$ cat src/rtl/microwave_ctrl_if.sv
// Front-panel and countdown-timer signal bundle of the microwave controller.
// The controller uses the slave modport; the panel/timer side uses master.
interface microwave_ctrl_if;
    logic       key_valid;
    logic [3:0] key_digit;
    logic       start;
    logic       stop_clr;
    logic       door_closed;
    logic       zero;
    logic [3:0] sec_units;
    logic [3:0] sec_tens;
    logic [3:0] minutes;
    logic       load;
    logic       enable;
    logic       timer_clear;
    logic       mag_on;
    logic       done;
    logic       beep;
    logic       key_err;

    modport master (
        output key_valid, key_digit, start, stop_clr, door_closed, zero,
        input  sec_units, sec_tens, minutes, load, enable, timer_clear,
               mag_on, done, beep, key_err
    );

    modport slave (
        input  key_valid, key_digit, start, stop_clr, door_closed, zero,
        output sec_units, sec_tens, minutes, load, enable, timer_clear,
               mag_on, done, beep, key_err
    );
endinterface

$ cat src/rtl/microwave_ctrl.sv
// Microwave front-panel controller: M:SS key entry, timer load/count/pause/clear, done and beeper.
// Optional macro QUICK_START_EN: start on an empty buffer loads 0:30 and starts cooking.
module microwave_ctrl #(
    parameter int unsigned BEEP_CYCLES = 3
) (
    input logic             clk,
    input logic             clear,
    microwave_ctrl_if.slave bus
);

    typedef enum logic [2:0] {
        ST_IDLE  = 3'd0,
        ST_LOAD  = 3'd1,
        ST_COOK  = 3'd2,
        ST_PAUSE = 3'd3,
        ST_DONE  = 3'd4
    } state_t;

    localparam logic [7:0] BEEP_LAST = 8'(BEEP_CYCLES - 1);

    state_t     state_q, state_d;
    logic [3:0] units_q, units_d;
    logic [3:0] tens_q, tens_d;
    logic [3:0] min_q, min_d;
    logic [7:0] beep_cnt_q, beep_cnt_d;
    logic       door_q;
    logic       load_q, load_d;
    logic       enable_q, enable_d;
    logic       mag_on_q;
    logic       timer_clear_q, timer_clear_d;
    logic       done_q, done_d;
    logic       beep_q, beep_d;
    logic       key_err_q, key_err_d;
    logic       buf_zero;
    logic       door_fall;

    // A digit is refused if it is not BCD or if the current units digit could not become a tens digit.
    function automatic logic key_rejected(input logic [3:0] digit, input logic [3:0] units);
        return (digit > 4'd9) || (units > 4'd5);
    endfunction

    assign buf_zero  = (units_q == 4'd0) && (tens_q == 4'd0) && (min_q == 4'd0);
    assign door_fall = door_q && !bus.door_closed;

    // Next-state, buffer and output-pulse decode.
    always_comb begin
        state_d       = state_q;
        units_d       = units_q;
        tens_d        = tens_q;
        min_d         = min_q;
        timer_clear_d = 1'b0;
        key_err_d     = 1'b0;
        beep_cnt_d    = 8'd0;
        beep_d        = 1'b0;

        case (state_q)
            ST_IDLE: begin
                if (bus.stop_clr) begin
                    state_d = ST_IDLE;
                end else if (bus.start && bus.door_closed && !buf_zero) begin
                    state_d = ST_LOAD;
`ifdef QUICK_START_EN
                end else if (bus.start && bus.door_closed) begin
                    min_d   = 4'd0;
                    tens_d  = 4'd3;
                    units_d = 4'd0;
                    state_d = ST_LOAD;
`endif
                end else if (bus.key_valid) begin
                    if (key_rejected(bus.key_digit, units_q)) begin
                        key_err_d = 1'b1;
                    end else begin
                        min_d   = tens_q;
                        tens_d  = units_q;
                        units_d = bus.key_digit;
                    end
                end else begin
                    state_d = ST_IDLE;
                end
            end
            ST_LOAD: begin
                state_d = ST_COOK;
            end
            ST_COOK: begin
                if (bus.stop_clr || !bus.door_closed) begin
                    state_d = ST_PAUSE;
                end else if (bus.zero) begin
                    state_d = ST_DONE;
                end else begin
                    state_d = ST_COOK;
                end
            end
            ST_PAUSE: begin
                if (bus.stop_clr) begin
                    state_d       = ST_IDLE;
                    timer_clear_d = 1'b1;
                    min_d         = 4'd0;
                    tens_d        = 4'd0;
                    units_d       = 4'd0;
                end else if (bus.start && bus.door_closed) begin
                    state_d = ST_COOK;
                end else begin
                    state_d = ST_PAUSE;
                end
            end
            ST_DONE: begin
                if (bus.stop_clr || door_fall) begin
                    state_d       = ST_IDLE;
                    timer_clear_d = 1'b1;
                end else if (bus.start && bus.door_closed && !buf_zero) begin
                    state_d = ST_LOAD;
                end else if (bus.key_valid) begin
                    // A new entry after cooking starts from an empty buffer.
                    state_d = ST_IDLE;
                    min_d   = 4'd0;
                    tens_d  = 4'd0;
                    if (key_rejected(bus.key_digit, 4'd0)) begin
                        key_err_d = 1'b1;
                        units_d   = 4'd0;
                    end else begin
                        units_d = bus.key_digit;
                    end
                end else begin
                    state_d = ST_DONE;
                end
            end
            default: begin
                state_d = ST_IDLE;
            end
        endcase

        if (state_d == ST_DONE) begin
            if (state_q != ST_DONE) begin
                beep_cnt_d = BEEP_LAST;
                beep_d     = 1'b1;
            end else if (beep_cnt_q != 8'd0) begin
                beep_cnt_d = beep_cnt_q - 8'd1;
                beep_d     = 1'b1;
            end else begin
                beep_cnt_d = 8'd0;
                beep_d     = 1'b0;
            end
        end else begin
            beep_cnt_d = 8'd0;
            beep_d     = 1'b0;
        end

        load_d   = (state_d == ST_LOAD);
        enable_d = (state_d == ST_COOK);
        done_d   = (state_d == ST_DONE);
    end

    // State, buffer and registered outputs.
    always_ff @(posedge clk) begin
        if (clear) begin
            state_q       <= ST_IDLE;
            units_q       <= 4'd0;
            tens_q        <= 4'd0;
            min_q         <= 4'd0;
            beep_cnt_q    <= 8'd0;
            door_q        <= 1'b0;
            load_q        <= 1'b0;
            enable_q      <= 1'b0;
            mag_on_q      <= 1'b0;
            timer_clear_q <= 1'b0;
            done_q        <= 1'b0;
            beep_q        <= 1'b0;
            key_err_q     <= 1'b0;
        end else begin
            state_q       <= state_d;
            units_q       <= units_d;
            tens_q        <= tens_d;
            min_q         <= min_d;
            beep_cnt_q    <= beep_cnt_d;
            door_q        <= bus.door_closed;
            load_q        <= load_d;
            enable_q      <= enable_d;
            mag_on_q      <= enable_d;
            timer_clear_q <= timer_clear_d;
            done_q        <= done_d;
            beep_q        <= beep_d;
            key_err_q     <= key_err_d;
        end
    end

    assign bus.sec_units   = units_q;
    assign bus.sec_tens    = tens_q;
    assign bus.minutes     = min_q;
    assign bus.load        = load_q;
    assign bus.enable      = enable_q;
    assign bus.mag_on      = mag_on_q;
    assign bus.timer_clear = timer_clear_q;
    assign bus.done        = done_q;
    assign bus.beep        = beep_q;
    assign bus.key_err     = key_err_q;

endmodule

$ cat src/flat_wrapper.sv
// flat-port wrapper written by rule: the top's interface ports become plain ports
module microwave_ctrl_flat 
#(
    parameter int unsigned BEEP_CYCLES = 3
)
  (clk, clear, bus_key_valid, bus_key_digit, bus_start, bus_stop_clr, bus_door_closed, bus_zero, bus_sec_units, bus_sec_tens, bus_minutes, bus_load, bus_enable, bus_timer_clear, bus_mag_on, bus_done, bus_beep, bus_key_err);
  microwave_ctrl_if bus_i ();
  input logic clk;
  input logic clear;
  input wire logic [$bits(bus_i.key_valid)-1:0] bus_key_valid;
  input wire logic [$bits(bus_i.key_digit)-1:0] bus_key_digit;
  input wire logic [$bits(bus_i.start)-1:0] bus_start;
  input wire logic [$bits(bus_i.stop_clr)-1:0] bus_stop_clr;
  input wire logic [$bits(bus_i.door_closed)-1:0] bus_door_closed;
  input wire logic [$bits(bus_i.zero)-1:0] bus_zero;
  output wire logic [$bits(bus_i.sec_units)-1:0] bus_sec_units;
  output wire logic [$bits(bus_i.sec_tens)-1:0] bus_sec_tens;
  output wire logic [$bits(bus_i.minutes)-1:0] bus_minutes;
  output wire logic [$bits(bus_i.load)-1:0] bus_load;
  output wire logic [$bits(bus_i.enable)-1:0] bus_enable;
  output wire logic [$bits(bus_i.timer_clear)-1:0] bus_timer_clear;
  output wire logic [$bits(bus_i.mag_on)-1:0] bus_mag_on;
  output wire logic [$bits(bus_i.done)-1:0] bus_done;
  output wire logic [$bits(bus_i.beep)-1:0] bus_beep;
  output wire logic [$bits(bus_i.key_err)-1:0] bus_key_err;
  assign bus_i.key_valid = bus_key_valid;
  assign bus_i.key_digit = bus_key_digit;
  assign bus_i.start = bus_start;
  assign bus_i.stop_clr = bus_stop_clr;
  assign bus_i.door_closed = bus_door_closed;
  assign bus_i.zero = bus_zero;
  assign bus_sec_units = bus_i.sec_units;
  assign bus_sec_tens = bus_i.sec_tens;
  assign bus_minutes = bus_i.minutes;
  assign bus_load = bus_i.load;
  assign bus_enable = bus_i.enable;
  assign bus_timer_clear = bus_i.timer_clear;
  assign bus_mag_on = bus_i.mag_on;
  assign bus_done = bus_i.done;
  assign bus_beep = bus_i.beep;
  assign bus_key_err = bus_i.key_err;
  microwave_ctrl #(.BEEP_CYCLES(BEEP_CYCLES)) u_core (.clk(clk), .clear(clear), .bus(bus_i));
endmodule
$ cat config.mk
export PLATFORM = sky130hd
export DESIGN_NAME = microwave_ctrl_flat
export DESIGN_NICKNAME = d
export VERILOG_FILES = /design/src/rtl/microwave_ctrl_if.sv /design/src/rtl/microwave_ctrl.sv /design/src/flat_wrapper.sv
export SDC_FILE = /design/constraint.sdc
export NUM_CORES = 1
export LEC_CHECK = 0
export BUFFER_PORTS_ARGS = -buffer_cell sky130_fd_sc_hd__clkbuf_2
export CAP_MARGIN = 30
export CORE_UTILIZATION = 35
export CTS_CLUSTER_DIAMETER = 50
export DETAILED_ROUTE_END_ITERATION = 16
export PLACE_DENSITY_LB_ADDON = 0.15
export REMOVE_ABC_BUFFERS = 1
export SKIP_CTS_REPAIR_TIMING = 1
export SLEW_MARGIN = 25
export SYNTH_ARGS = -nofsm -noshare
export SYNTH_HDL_FRONTEND = slang
export SYNTH_SLANG_ARGS = --single-unit
$ cat constraint.sdc
create_clock -name clk -period 2 [get_ports clk]
set_input_delay 0.1 -clock clk [delete_from_list [all_inputs] [get_ports clk]]
set_output_delay 0.1 -clock clk [all_outputs]
set_load 0.1 [all_outputs]
==> impl_metrics.py <==
metrics = {
    "finish": {
        "drive_above_1_share": 0.298,
        "antenna-diode-count": 0,
        "final_common_cell": "dfxtp_1",
        "area_growth_pct": 17.5,
        "fin_nets": 200,
        "final_cell_mix": "30 x dfxtp_1, 29 x clkbuf_2, 17 x nand2_1",
    },
    "setup_path": {
        "crit_type": "reg -> reg",
        "cp-end-kind": "flop",
        "reg2reg_to": "u_core.bus.minutes[3]",
        "reg2regPathDepth": 5,
        "worst-r2r-setup-slack_ns": 0.24,
        "crit_fanout": 12,
        "crit_path_start_kind": "flop",
        "rr_startpoint": "u_core.bus.sec_tens[1]",
        "cp_data_arrival_time_ns": 1.96,
        "crit_required_ns": 2.20,
    },
    "placement": {
        "io_buffers": 29,
        "place.gp.congestion": 0.754,
        "place_hpwl_um": 2310,
    },
    "timing": {
        "tns_ns": 0,
        "finalHoldViolCount": 0,
        "hold_slack_ns": 0.0539,
        "setup_viol": 0,
        "maxSlewViolCount": 0,
        "worst_slew_pin_slew_ns": 0.552,
        "clock.fmax_mhz": 568,
        "fin_skew_ns": 0.00495,
        "final.period_utilization": 0.880,
        "grt_setup_unrepaired": "no",
        "period_minus_slack_ns": 1.76,
        "max_slew_margin": 0.634,
    },
    "cts": {
        "cts.clk_slew.worst_paths_ns": 0.06,
        "cts_tree": "done",
        "clkLatencyLatePin_ns": 0.28,
        "numCtsBuffers": 5,
        "clockRootBuffer": "clkbuf_8",
        "cts_sinks": 30,
        "htree_levels": 2,
        "clk_path_buf_depth": 2,
    },
    "pwr": {
        "power_density_mw_per_mm2": 753,
        "power_leakage_nw": 0.733,
        "p_total_w": 0.00132,
        "ir_drop_mv": 0.388,
    },
    "global_routing": {
        "antenna_found_initial": 0,
        "overflow": 0,
        "grt_max_degree": 23,
        "grt_pass1_wl_um": 5300,
        "grt_use_total": 0.161,
        "grt_pass1_vias": 1129,
    },
    "routing": {
        "routedWlPerCell_um": 13.1,
        "wirelength_um": 3110,
        "postRouteAntennaNets": 0,
        "dr.pass1.iters": 4,
        "drc": 0,
        "vias_per_cell": 4.93,
        "vias": 1173,
        "drt_iter0_drc": 130,
    },
    "synth": {
        "ys.flop_type": "dfxtp_1",
        "yosysTopAreaCell": "dfxtp_1",
        "synth_edf_count": 0,
        "synth_area_mm2": 0.00149,
        "ys_ff_latch": 30,
        "syn_area_per_cell_um2": 9.44,
        "synth_cell_types": 44,
        "synthArstFlopShare": 0,
        "synth_seq_area_share": 0.403,
        "yosysWarnings": 0,
        "synthTopCellsByArea": "dfxtp_1 40%, mux2i_1 7.4%, nand2b_1 5.9%, nand2_1 4.3%, buf_6 3.0%",
        "synth.top_cell.area_share": 0.403,
        "syn_inst": 158,
    },
    "floorplan": {
        "rows": 23,
        "io_pins": 30,
        "fp.dieArea_mm2": 0.00453,
        "start_util": 0.368,
        "core_area_mm2": 0.00406,
        "die_w_um": 67.3,
        "die_h_um": 67.3,
    },
    "hold_path": {
        "holdPathEnd": "u_core.bus.sec_units[0]",
        "holdCritPathClass": "in -> reg",
        "hp-start": "bus_key_digit[0]",
        "hold_depth": 3,
    },
    "job": {
        "drv_cap": 0,
    },
    "outcome": {
        "status": "finished clean",
    },
}
## report_power, final
| part | internal [W] | leakage (nW) | total [W] | switching, W |
|---|---|---|---|---|
| logic | 0.0000627 | 0.443 | 0.000196 | 0.000133 |
| clock network | 0.000277 | 0.0482 | 0.000501 | 0.000224 |
| registers | 0.000609 | 0.242 | 0.000623 | 0.0000136 |
| total | 0.000949 | 0.733 | 0.00132 | 0.000371 |
## cell type report
type                       count  area [um2]
timing repair buffer          32         180
multi-input combinational    115         807
clock inverter                 1        5.00
inverter                       3        11.3
sequential                    30         601
clock buffer                   7        86.3
fill                         397        2300
tap                           50        62.6
## synth_stat cells (2+ instances only)
library cell and count:
nor3_1 3, nor4_1 2, dfxtp_1 30, nor3_2 2, nand2_1 17, inv_1 3
clkbuf_1 2, nor2_1 6, and2_1 2, xnor2_1 4, nor2_2 6, a21oi_1 7
buf_6 4, nor2b_1 4, ha_1 2, o21ai_0 6, buf_4 2, or4_1 2
nor4_4 2, mux2i_1 11, nand3b_1 3, and3_1 2, a31oi_1 2, nand2b_1 14
## per-stage QoR
step / util / area (um2) / worst slack [ns] / instances
2_1_floorplan: - / 1420 / -0.280 / 148
3_3_place_gp: 0.409 / 1660 / 0.156 / 230
3_5_place_dp: 0.409 / 1660 / 0.117 / 230
4_1_cts: 0.431 / 1750 / 0.0992 / 238
5_1_grt: 0.432 / 1750 / 0.138 / 238
6_report: 0.432 / 1750 / 0.239 / 238
## flip-flops by register name (all words and copies together), names as in the netlist
name	cells
u_core.beep_cnt_q	8
u_core.door_q	1
u_core.bus.beep	1
u_core.bus.timer_clear	1
u_core.bus.minutes	4
u_core.state_q	3
u_core.bus.load	1
u_core.bus.sec_tens	4
u_core.bus.done	1
u_core.bus.key_err	1
u_core.bus.enable	1
u_core.bus.sec_units	4
## layer usage
metal	global-route usage	up-vias	wire [um]
met5	0	-	0
met4	0.0638	0	40
met3	0.0574	4	122
met2	0.240	25	1390
met1	0.209	545	1560
li1	-	599	-
## worst max path at each step
stage / startpoint / depth (start not counted) / end / slack (ns)
after floorplan: u_core.bus.sec_tens[1] / 4 / u_core.bus.minutes[0] / -0.28
after global placement: u_core.bus.sec_tens[3] / 5 / u_core.beep_cnt_q[2] / 0.16
after detailed placement: u_core.bus.minutes[3] / 5 / u_core.beep_cnt_q[6] / 0.12
after CTS: u_core.bus.minutes[3] / 5 / u_core.beep_cnt_q[6] / 0.1
after global routing: u_core.bus.minutes[3] / 5 / u_core.beep_cnt_q[6] / 0.14
final: u_core.bus.sec_tens[1] / 5 / u_core.bus.minutes[3] / 0.24
## critical path: stages (launching register included)
cell	delay (ns)
dfxtp_1	0.36
or4_1	0.54
o2111ai_1	0.20
and3_1	0.22
buf_12	0.16
mux2i_1	0.20
## logic make-up (layout without fill, tap and decap cells)
group / after synthesis / after routing / synth area share
simple gates: 74 / 74 / 0.322
flops: 30 / 30 / 0.403
compound gates: 23 / 23 / 0.0965
buf+inv: 13 / 43 / 0.0587
mux: 11 / 11 / 0.0738
xor+xnor: 5 / 5 / 0.0294
fa+ha+maj: 2 / 2 / 0.0168
Power figures use the tool's default switching activity.
